### config.mk
export PLATFORM = sky130hd
export DESIGN_NAME = shift_sequencer
export DESIGN_NICKNAME = d
export VERILOG_FILES = /design/src/rtl/shift_sequencer.sv
export SDC_FILE = /design/constraint.sdc
export NUM_CORES = 1
export LEC_CHECK = 0
export CAP_MARGIN = 40
export CORE_UTILIZATION = 54
export DETAILED_ROUTE_END_ITERATION = 16
export GPL_TIMING_DRIVEN = 0
export PLACE_DENSITY = 0.91
export RECOVER_POWER = 100
export SLEW_MARGIN = 25
export SYNTH_ARGS = -nofsm -noshare
export SYNTH_HDL_FRONTEND = slang
export SYNTH_SLANG_ARGS = --single-unit
export TNS_END_PERCENT = 50
### constraint.sdc
create_clock -name clk -period 2.73 [get_ports clk]
set_input_delay 0.546 -clock clk [delete_from_list [all_inputs] [get_ports clk]]
set_output_delay 0.546 -clock clk [all_outputs]
set_load 0.05 [all_outputs]
### src/rtl/shift_sequencer.sv
// Multi-cycle shift unit: sll/srl/sra/ror, one bit per clock.
// Start/busy/done handshake; result register holds until the next DONE.
module shift_sequencer #(
    parameter int WIDTH = 16,
    parameter int SHW   = 4
) (
    input  logic             clk,
    input  logic             rst,
    input  logic             start,
    input  logic [1:0]       op,
    input  logic [SHW-1:0]   shamt,
    input  logic [WIDTH-1:0] data_in,
    output logic             busy,
    output logic             done,
    output logic [WIDTH-1:0] data_out
);

    typedef enum logic [1:0] {
        IDLE  = 2'd0,
        SHIFT = 2'd1,
        DONE  = 2'd2
    } state_t;

    localparam logic [1:0] OP_SLL = 2'b00;
    localparam logic [1:0] OP_SRL = 2'b01;
    localparam logic [1:0] OP_SRA = 2'b10;
    localparam logic [1:0] OP_ROR = 2'b11;

    state_t           state, state_n;
    logic [WIDTH-1:0] acc, acc_n;
    logic [SHW-1:0]   cnt, cnt_n;
    logic [1:0]       op_q, op_n;
    logic [WIDTH-1:0] dout_n;
    logic [WIDTH-1:0] shifted;

    always_comb begin
        shifted = acc;
        unique case (op_q)
            OP_SLL: shifted = {acc[WIDTH-2:0], 1'b0};
            OP_SRL: shifted = {1'b0, acc[WIDTH-1:1]};
            OP_SRA: shifted = {acc[WIDTH-1], acc[WIDTH-1:1]};
            OP_ROR: shifted = {acc[0], acc[WIDTH-1:1]};
            default: shifted = acc;
        endcase
    end

    always_comb begin
        state_n = state;
        acc_n   = acc;
        cnt_n   = cnt;
        op_n    = op_q;
        dout_n  = data_out;
        unique case (state)
            IDLE: begin
                if (start) begin
                    op_n  = op;
                    acc_n = data_in;
                    cnt_n = shamt;
                    if (shamt == '0) begin
                        dout_n  = data_in;
                        state_n = DONE;
                    end else begin
                        state_n = SHIFT;
                    end
                end
            end
            SHIFT: begin
                acc_n = shifted;
                cnt_n = cnt - 1'b1;
                // last step: publish the shifted value, never intermediates
                if (cnt == SHW'(1)) begin
                    dout_n  = shifted;
                    state_n = DONE;
                end
            end
            DONE: state_n = IDLE;
            default: state_n = IDLE;
        endcase
    end

    always_ff @(posedge clk or negedge rst) begin
        if (!rst) begin
            state    <= IDLE;
            acc      <= '0;
            cnt      <= '0;
            op_q     <= OP_SLL;
            data_out <= '0;
        end else begin
            state    <= state_n;
            acc      <= acc_n;
            cnt      <= cnt_n;
            op_q     <= op_n;
            data_out <= dout_n;
        end
    end

    assign busy = (state != IDLE);
    assign done = (state == DONE);

endmodule

==> impl_metrics.py <==
metrics = {
    "outcome": {
        "outcome": "complete, no violations",
    },
    "logic_synthesis": {
        "ys_warn_count": 0,
        "fraction_of_synthesized_cell_area_taken_by_the_top_area_cell_type_pct": 49.26,
        "synth.cell_area_sq_um": 2032,
        "ys_top_cells_by_area": "sky130_fd_sc_hd__dfrtp_1 (49%), sky130_fd_sc_hd__mux2_2 (14%), sky130_fd_sc_hd__mux2i_1 (7.9%)",
        "synth_edf_count": 0,
        "synth_seq_area_share_pct": 49.26,
        "synth_top_cell_by_area": "sky130_fd_sc_hd__dfrtp_1",
        "synthFlopType": "sky130_fd_sc_hd__dfrtp_1",
        "synthesis.nets": 191,
        "synthCells": 164,
        "synth_async_reset_ratio_pct": 100.0,
        "avgSynthCellArea_sq_um": 12.39,
        "netlist-cell-type-count": 32,
        "synthMostInstantiatedCell": "sky130_fd_sc_hd__dfrtp_1",
        "ys_seq_elements": 40,
        "synth_common_cells": "sky130_fd_sc_hd__dfrtp_1 (40), sky130_fd_sc_hd__mux2_2 (26), sky130_fd_sc_hd__mux2i_1 (16), sky130_fd_sc_hd__nand2_1 (16), sky130_fd_sc_hd__o21ai_0 (15)",
    },
    "timing": {
        "timing.setup.tns_ns": 0,
        "maxSlewViolCount": 0,
        "finalCriticalPeriod_ns": 2.506,
        "relSlewSlack_pct": 18.83,
        "setup_viol": 0,
        "worst_slack_ns": 0.2242,
        "hold_violations": 0,
        "fin_skew_ns": 0.006626,
        "rsz0062_at_grt": "false",
        "worst_pin_slew_ns": 1.218,
        "maxClockFrequency_mhz": 399.1,
        "layout_worst_path_cycle_share_pct": 91.79,
    },
    "power_and_ir_drop": {
        "total_switching_power_mw": 1.416,
        "power-per-cell-area_nw_per_um2": 1267,
        "sequentialPowerShare_pct": 33.5,
        "power_report.internal_total_mw": 1.811,
        "leakagePower_nw": 1.027,
        "vdd_drop_max_mv": 0.6700,
        "power.switching_fraction_pct": 43.87,
        "clkPwrFrac_pct": 11.4,
        "power.combinational.fraction_pct": 55.0,
    },
    "detailed_routing": {
        "dr_total_vias": 1486,
        "antenna_violating_nets_post_route": 0,
        "drtIter0Drc": 68,
        "drt-wirelength-per-cell_um": 16.65,
        "drc": 0,
        "drt_pre_antenna_iters": 4,
        "vias_per_cell": 5.715,
        "wirelength_um": 4330,
    },
    "floorplanning": {
        "top_level_ports": 43,
        "die-height_um": 63.34,
        "initial_utilization_pct": 58.59,
        "row_count": 21,
        "core_area_sq_um": 3468,
        "die_span_in_x_um": 63.34,
        "design.die.area_sq_um": 4012,
    },
    "clock_network": {
        "clock_latency_of_the_later_clocked_register_in_the_worst_skew_pair_ns": 0.29,
        "tritoncts": "done",
        "cts.clk_slew.worst_paths_ns": 0.07,
        "cts_root_buffer": "sky130_fd_sc_hd__clkbuf_8",
        "clock_path_buffers": 2,
        "clock_sink_count": 40,
        "cts-buffers-inserted": 5,
        "cts_post_setup_buffers_inserted": 0,
        "cts_hold_buffers": 0,
        "cts_max_level": 2,
        "cts_resized": 0,
    },
    "place": {
        "gpl.final_weighted_congestion": 0.8387,
        "setup_slack_at_placement_ns": 0.2603,
        "buffer_ports.inserted": 42,
        "dpl.hpwl_um": 3162,
        "dpl_cell_area_sq_um": 2532,
    },
    "worst_setup_path": {
        "startpoint_type": "flip-flop",
        "worst-setup-path-type": "reg -> out",
        "path_max_fanout": 9,
        "cp_data_required_time_ns": 2.18,
        "arrival_ns": 1.96,
        "kind_of_end_point_of_the_critical_path": "output port",
    },
    "finish": {
        "layout.cell_area.non_filler_sq_um": 2546,
        "area_growth_pct": 25.31,
        "antennaDiodeCount": 0,
        "final_net_count": 241,
        "drive_gt1_share_pct": 19.63,
    },
    "global_routing": {
        "gr-usage-all-layers_pct": 24.62,
        "first_global_vias": 1541,
        "gr-total-overflow": 0,
        "grt_start_max_net_pins": 24,
        "antenna_found_initial": 0,
        "grt_pass1_wl_um": 7486,
    },
    "flow_run": {
        "cap_viol_max_count": 0,
    },
    "worst_hold_path": {
        "hold_class": "in -> async",
    },
}
-- kinds of logic after synthesis --
| family | after synthesis | synth area share (%) |
|---|---|---|
| flops | 40 | 49.26 |
| fa+ha+maj | 2 | 1.231 |
| compound gates | 26 | 8.252 |
| mux | 51 | 28.94 |
| simple gates | 31 | 8.067 |
| buf+inv | 14 | 4.248 |
-- layout make-up --
cell class              count  area, sq um
flip-flops and latches     40         1001
fillers                   252        922.1
multi-input cells         110        912.1
repair buffers             43        417.9
clock buffers               6        72.57
plain buffers              10        65.06
well taps                  46        57.56
inverters                   4        15.01
clock inverters             1        5.005
-- sequential cells by signal (all words and copies together), names as in the netlist --
name / flops
acc: 16
data_out: 16
cnt: 4
op_q: 2
state: 2
-- routing by layer --
layer	global-route usage (%)	part of all wire, %
met1	29.82	43
met2	42.02	52
met3	7.428	3.8
met4	7.102	1.9
met5	0	0
-- power groups by stage --
stage	clock network, mW	registers [mW]	logic, mW
2_1_floorplan	0	1.45	0.992
3_3_place_gp	0	1.08	1.82
3_5_place_dp	0	1.10	1.89
4_1_cts	0.372	1.09	1.90
5_1_grt	0.402	1.12	1.92
6_report	0.369	1.08	1.78
-- path summary, 6_finish.rpt --
check                                           to  slack (ns)  depth (start not counted)                    start
max                                           done        0.22                          3     state[1]$_DFFE_PN0P_
min                        data_out[3]$_DFFE_PN0P_        0.48                          1                      rst
max reg2reg                data_out[4]$_DFFE_PN0P_        0.41                          6     state[1]$_DFFE_PN0P_
min reg2reg                data_out[8]$_DFFE_PN0P_        0.48                          1  data_out[8]$_DFFE_PN0P_
max in group asynchronous       acc[7]$_DFFE_PN0P_        0.79                          2                      rst
min in group clk           data_out[8]$_DFFE_PN0P_        0.48                          1  data_out[8]$_DFFE_PN0P_
-- critical path, cell delays in order (launching register included) --
cell                              delay (ns)
sky130_fd_sc_hd__dfrtp_1                0.35
sky130_fd_sc_hd__clkbuf_1               0.34
sky130_fd_sc_hd__nor2b_1                0.18
sky130_fd_sc_hd__clkdlybuf4s50_1        0.80
-- metrics by stage --
step | power (mW) | utilization, % | hold WS, ns | instances
floorplan | 2.444 | - | 0.2504 | 164
global placement | 2.901 | 72.37 | 0.4744 | 252
detailed placement | 2.986 | 73.02 | 0.4950 | 253
CTS | 3.363 | 75.25 | 0.2573 | 260
global route | 3.441 | 73.41 | 0.5138 | 260
finish | 3.227 | 73.41 | 0.4829 | 260
-- layout by cell type, fill, tap and decap left out, types with 2 or more instances in the layout --
master and instances:
sky130_fd_sc_hd__mux2_1 8, sky130_fd_sc_hd__mux2i_1 16, sky130_fd_sc_hd__inv_1 4, sky130_fd_sc_hd__a21oi_1 2, sky130_fd_sc_hd__nor2_1 5, sky130_fd_sc_hd__ha_1 2
sky130_fd_sc_hd__clkbuf_8 5, sky130_fd_sc_hd__nand2_1 16, sky130_fd_sc_hd__nand2b_1 2, sky130_fd_sc_hd__clkdlybuf4s50_1 24, sky130_fd_sc_hd__nor4_1 2, sky130_fd_sc_hd__dlygate4sd3_1 17
sky130_fd_sc_hd__buf_2 2, sky130_fd_sc_hd__clkbuf_1 8, sky130_fd_sc_hd__mux2_2 26, sky130_fd_sc_hd__dfrtp_1 40, sky130_fd_sc_hd__o21ai_0 15
No activity file was read; power rests on OpenSTA's default activity.
==> patch: new RTL, same settings <==
Re-encode `state_t` (3 states) as one-hot, 3 bits wide.
--- a/src/rtl/shift_sequencer.sv
+++ b/src/rtl/shift_sequencer.sv
@@ -15,10 +15,10 @@
     output logic [WIDTH-1:0] data_out
 );
 
-    typedef enum logic [1:0] {
-        IDLE  = 2'd0,
-        SHIFT = 2'd1,
-        DONE  = 2'd2
+    typedef enum logic [2:0] {
+        IDLE  = 3'b001,
+        SHIFT = 3'b010,
+        DONE  = 3'b100
     } state_t;
 
     localparam logic [1:0] OP_SLL = 2'b00;
Behaviour: no difference found for any inputs over 10 cycles, from zero or initial values and one cycle with rst low; not proved beyond that.
==> patch against the original RTL <==
Sequential cell count grew 1. Setup slack lost 63 ps. Area after synthesis grew 0.86%. Total power grew 5.5%. Non-clock buffer count decreased by 2. Critical path depth did not move. Design area grew 1.2%. Utilization down 3.0 points. Hold slack got worse by 160 ps. Die area is 0.84% higher. Routed wire length fell by 8.1%. Critical path type unchanged. Largest cell class unchanged. Highest routed layer unchanged.
==> patch: results (changes against the original RTL) <==
Max stage delay on crit path = 700 ps (was 800 ps)
Gpl congestion = 0.7585 (was 0.8387)
First-pass GRT wire length = 6.713 mm (was 7.486 mm)
Syn nets = 194 (was 191)
Share of cells above drive strength 1 = 18.35% (was 19.63%)
Seq group = 0.00116 W (was 0.00108 W)
Worst Path Arrival = 2020 ps (was 1960 ps)
Net Sw Frac = 43.23% (was 43.87%)
LEAKAGE = 1.084 nW (was 1.027 nW)
Post-Syn Area per Cell = 12.27 um2 (was 12.39 um2)
Worst rel slew slack = 7.285% (was 18.83%)
Achievable Freq = 0.3893 GHz (was 0.3991 GHz)
Post-synth cell types = 30 (was 32)
Drt via density = 5.553 (was 5.715)
Largest net degree at the start of global routing = 27 (was 24)
R2R Setup Slk = 430 ps (was 410 ps)
Commonest cells in the synthesized netlist = dfrtp_1 (40), mux2_2 (26), nand2_1 (18), o21ai_0 (18), mux2i_1 (14) (was dfrtp_1 (40), mux2_2 (26), mux2i_1 (16), nand2_1 (16), o21ai_0 (15))
Layout Skew = 8.294 ps (was 6.626 ps)
Routed length per instance = 14.97 um (was 16.65 um)
Peak VDD IR = 725.3 uV (was 670.0 uV)
Number of global-route vias before repair = 1457 (was 1541)
Synth top area cells = dfrtp_1 (49%), mux2_2 (14%), mux2i_1 (6.8%), mux2_4 (6.6%), o21ai_0 (4.4%) (was dfrtp_1 (49%), mux2_2 (14%), mux2i_1 (7.9%), mux2_4 (6.7%), o21ai_0 (3.7%))
# fillers = 256 (was 252)
Hpwl dp = 2.881 mm (was 3.162 mm)
Placed cell count = 258 (was 253)
Register area share after synthesis = 50.12% (was 49.26%)
Status = finished, final reports clean (unchanged)
First DRT Iteration DRCs = 75 (was 68)
Final Non-Filler Cells = 266 (was 260)
Power Internal = 0.001933 W (was 0.001811 W)
Nets = 244 (was 241)
[patch: final timing paths]
path                                    startpoint                       end  depth (start not counted)
setup reg to reg               op_q[1]$_DFFE_PN0P_   data_out[1]$_DFFE_PN0P_                          5
setup / recovery              state[0]$_DFFE_PN1P_                      busy                          3
max in group asynchronous                      rst   data_out[2]$_DFFE_PN0P_                          2
hold reg to reg            data_out[5]$_DFFE_PN0P_   data_out[5]$_DFFE_PN0P_                          1
hold / removal                                 rst  data_out[12]$_DFFE_PN0P_                          1
min in group clk           data_out[5]$_DFFE_PN0P_   data_out[5]$_DFFE_PN0P_                          1
[patch: cell type report]
cell class	count	share of cell area, %
repair buffers	43	16.21
inverters	3	0.4369
flip-flops and latches	41	39.85
multi-input cells	115	35.83
well taps	48	2.330
plain buffers	8	2.233
clock buffers	8	3.107
[patch: routing by layer]
metal | share of wire [%] | track usage, % | vias to the layer above
li1 | - | - | 702
met1 | 44 | 27.80 | 727
met2 | 50 | 35.64 | 42
met3 | 4.5 | 5.616 | 6
met4 | 1.9 | 8.807 | 0
met5 | 0 | 0 | -
[patch: what timing repair did]
action                     CTS  global route
setup endpoints to repair    1             0
hold buffers                 0             0
gates resized for setup      1             0
[patch: logic make-up (layout without fill, tap and decap cells)]
logic type / count (synthesis) / after routing / synth area share (%)
flip-flops: 41 / 41 / 50.12
AO/OA/AOI/OAI: 29 / 29 / 9.219
adder cells (fa/ha/maj): 2 / 2 / 1.221
AND/OR/NAND/NOR: 35 / 35 / 8.303
buffers and inverters: 11 / 62 / 3.418
multiplexers: 49 / 49 / 27.72
[patch: worst max-delay path: cells and delay by family (launching register included)]
family / cells / cell delay (ps)
and+or+nand+nor: 1 / 380
buffers and inverters: 2 / 770
DFF: 1 / 580
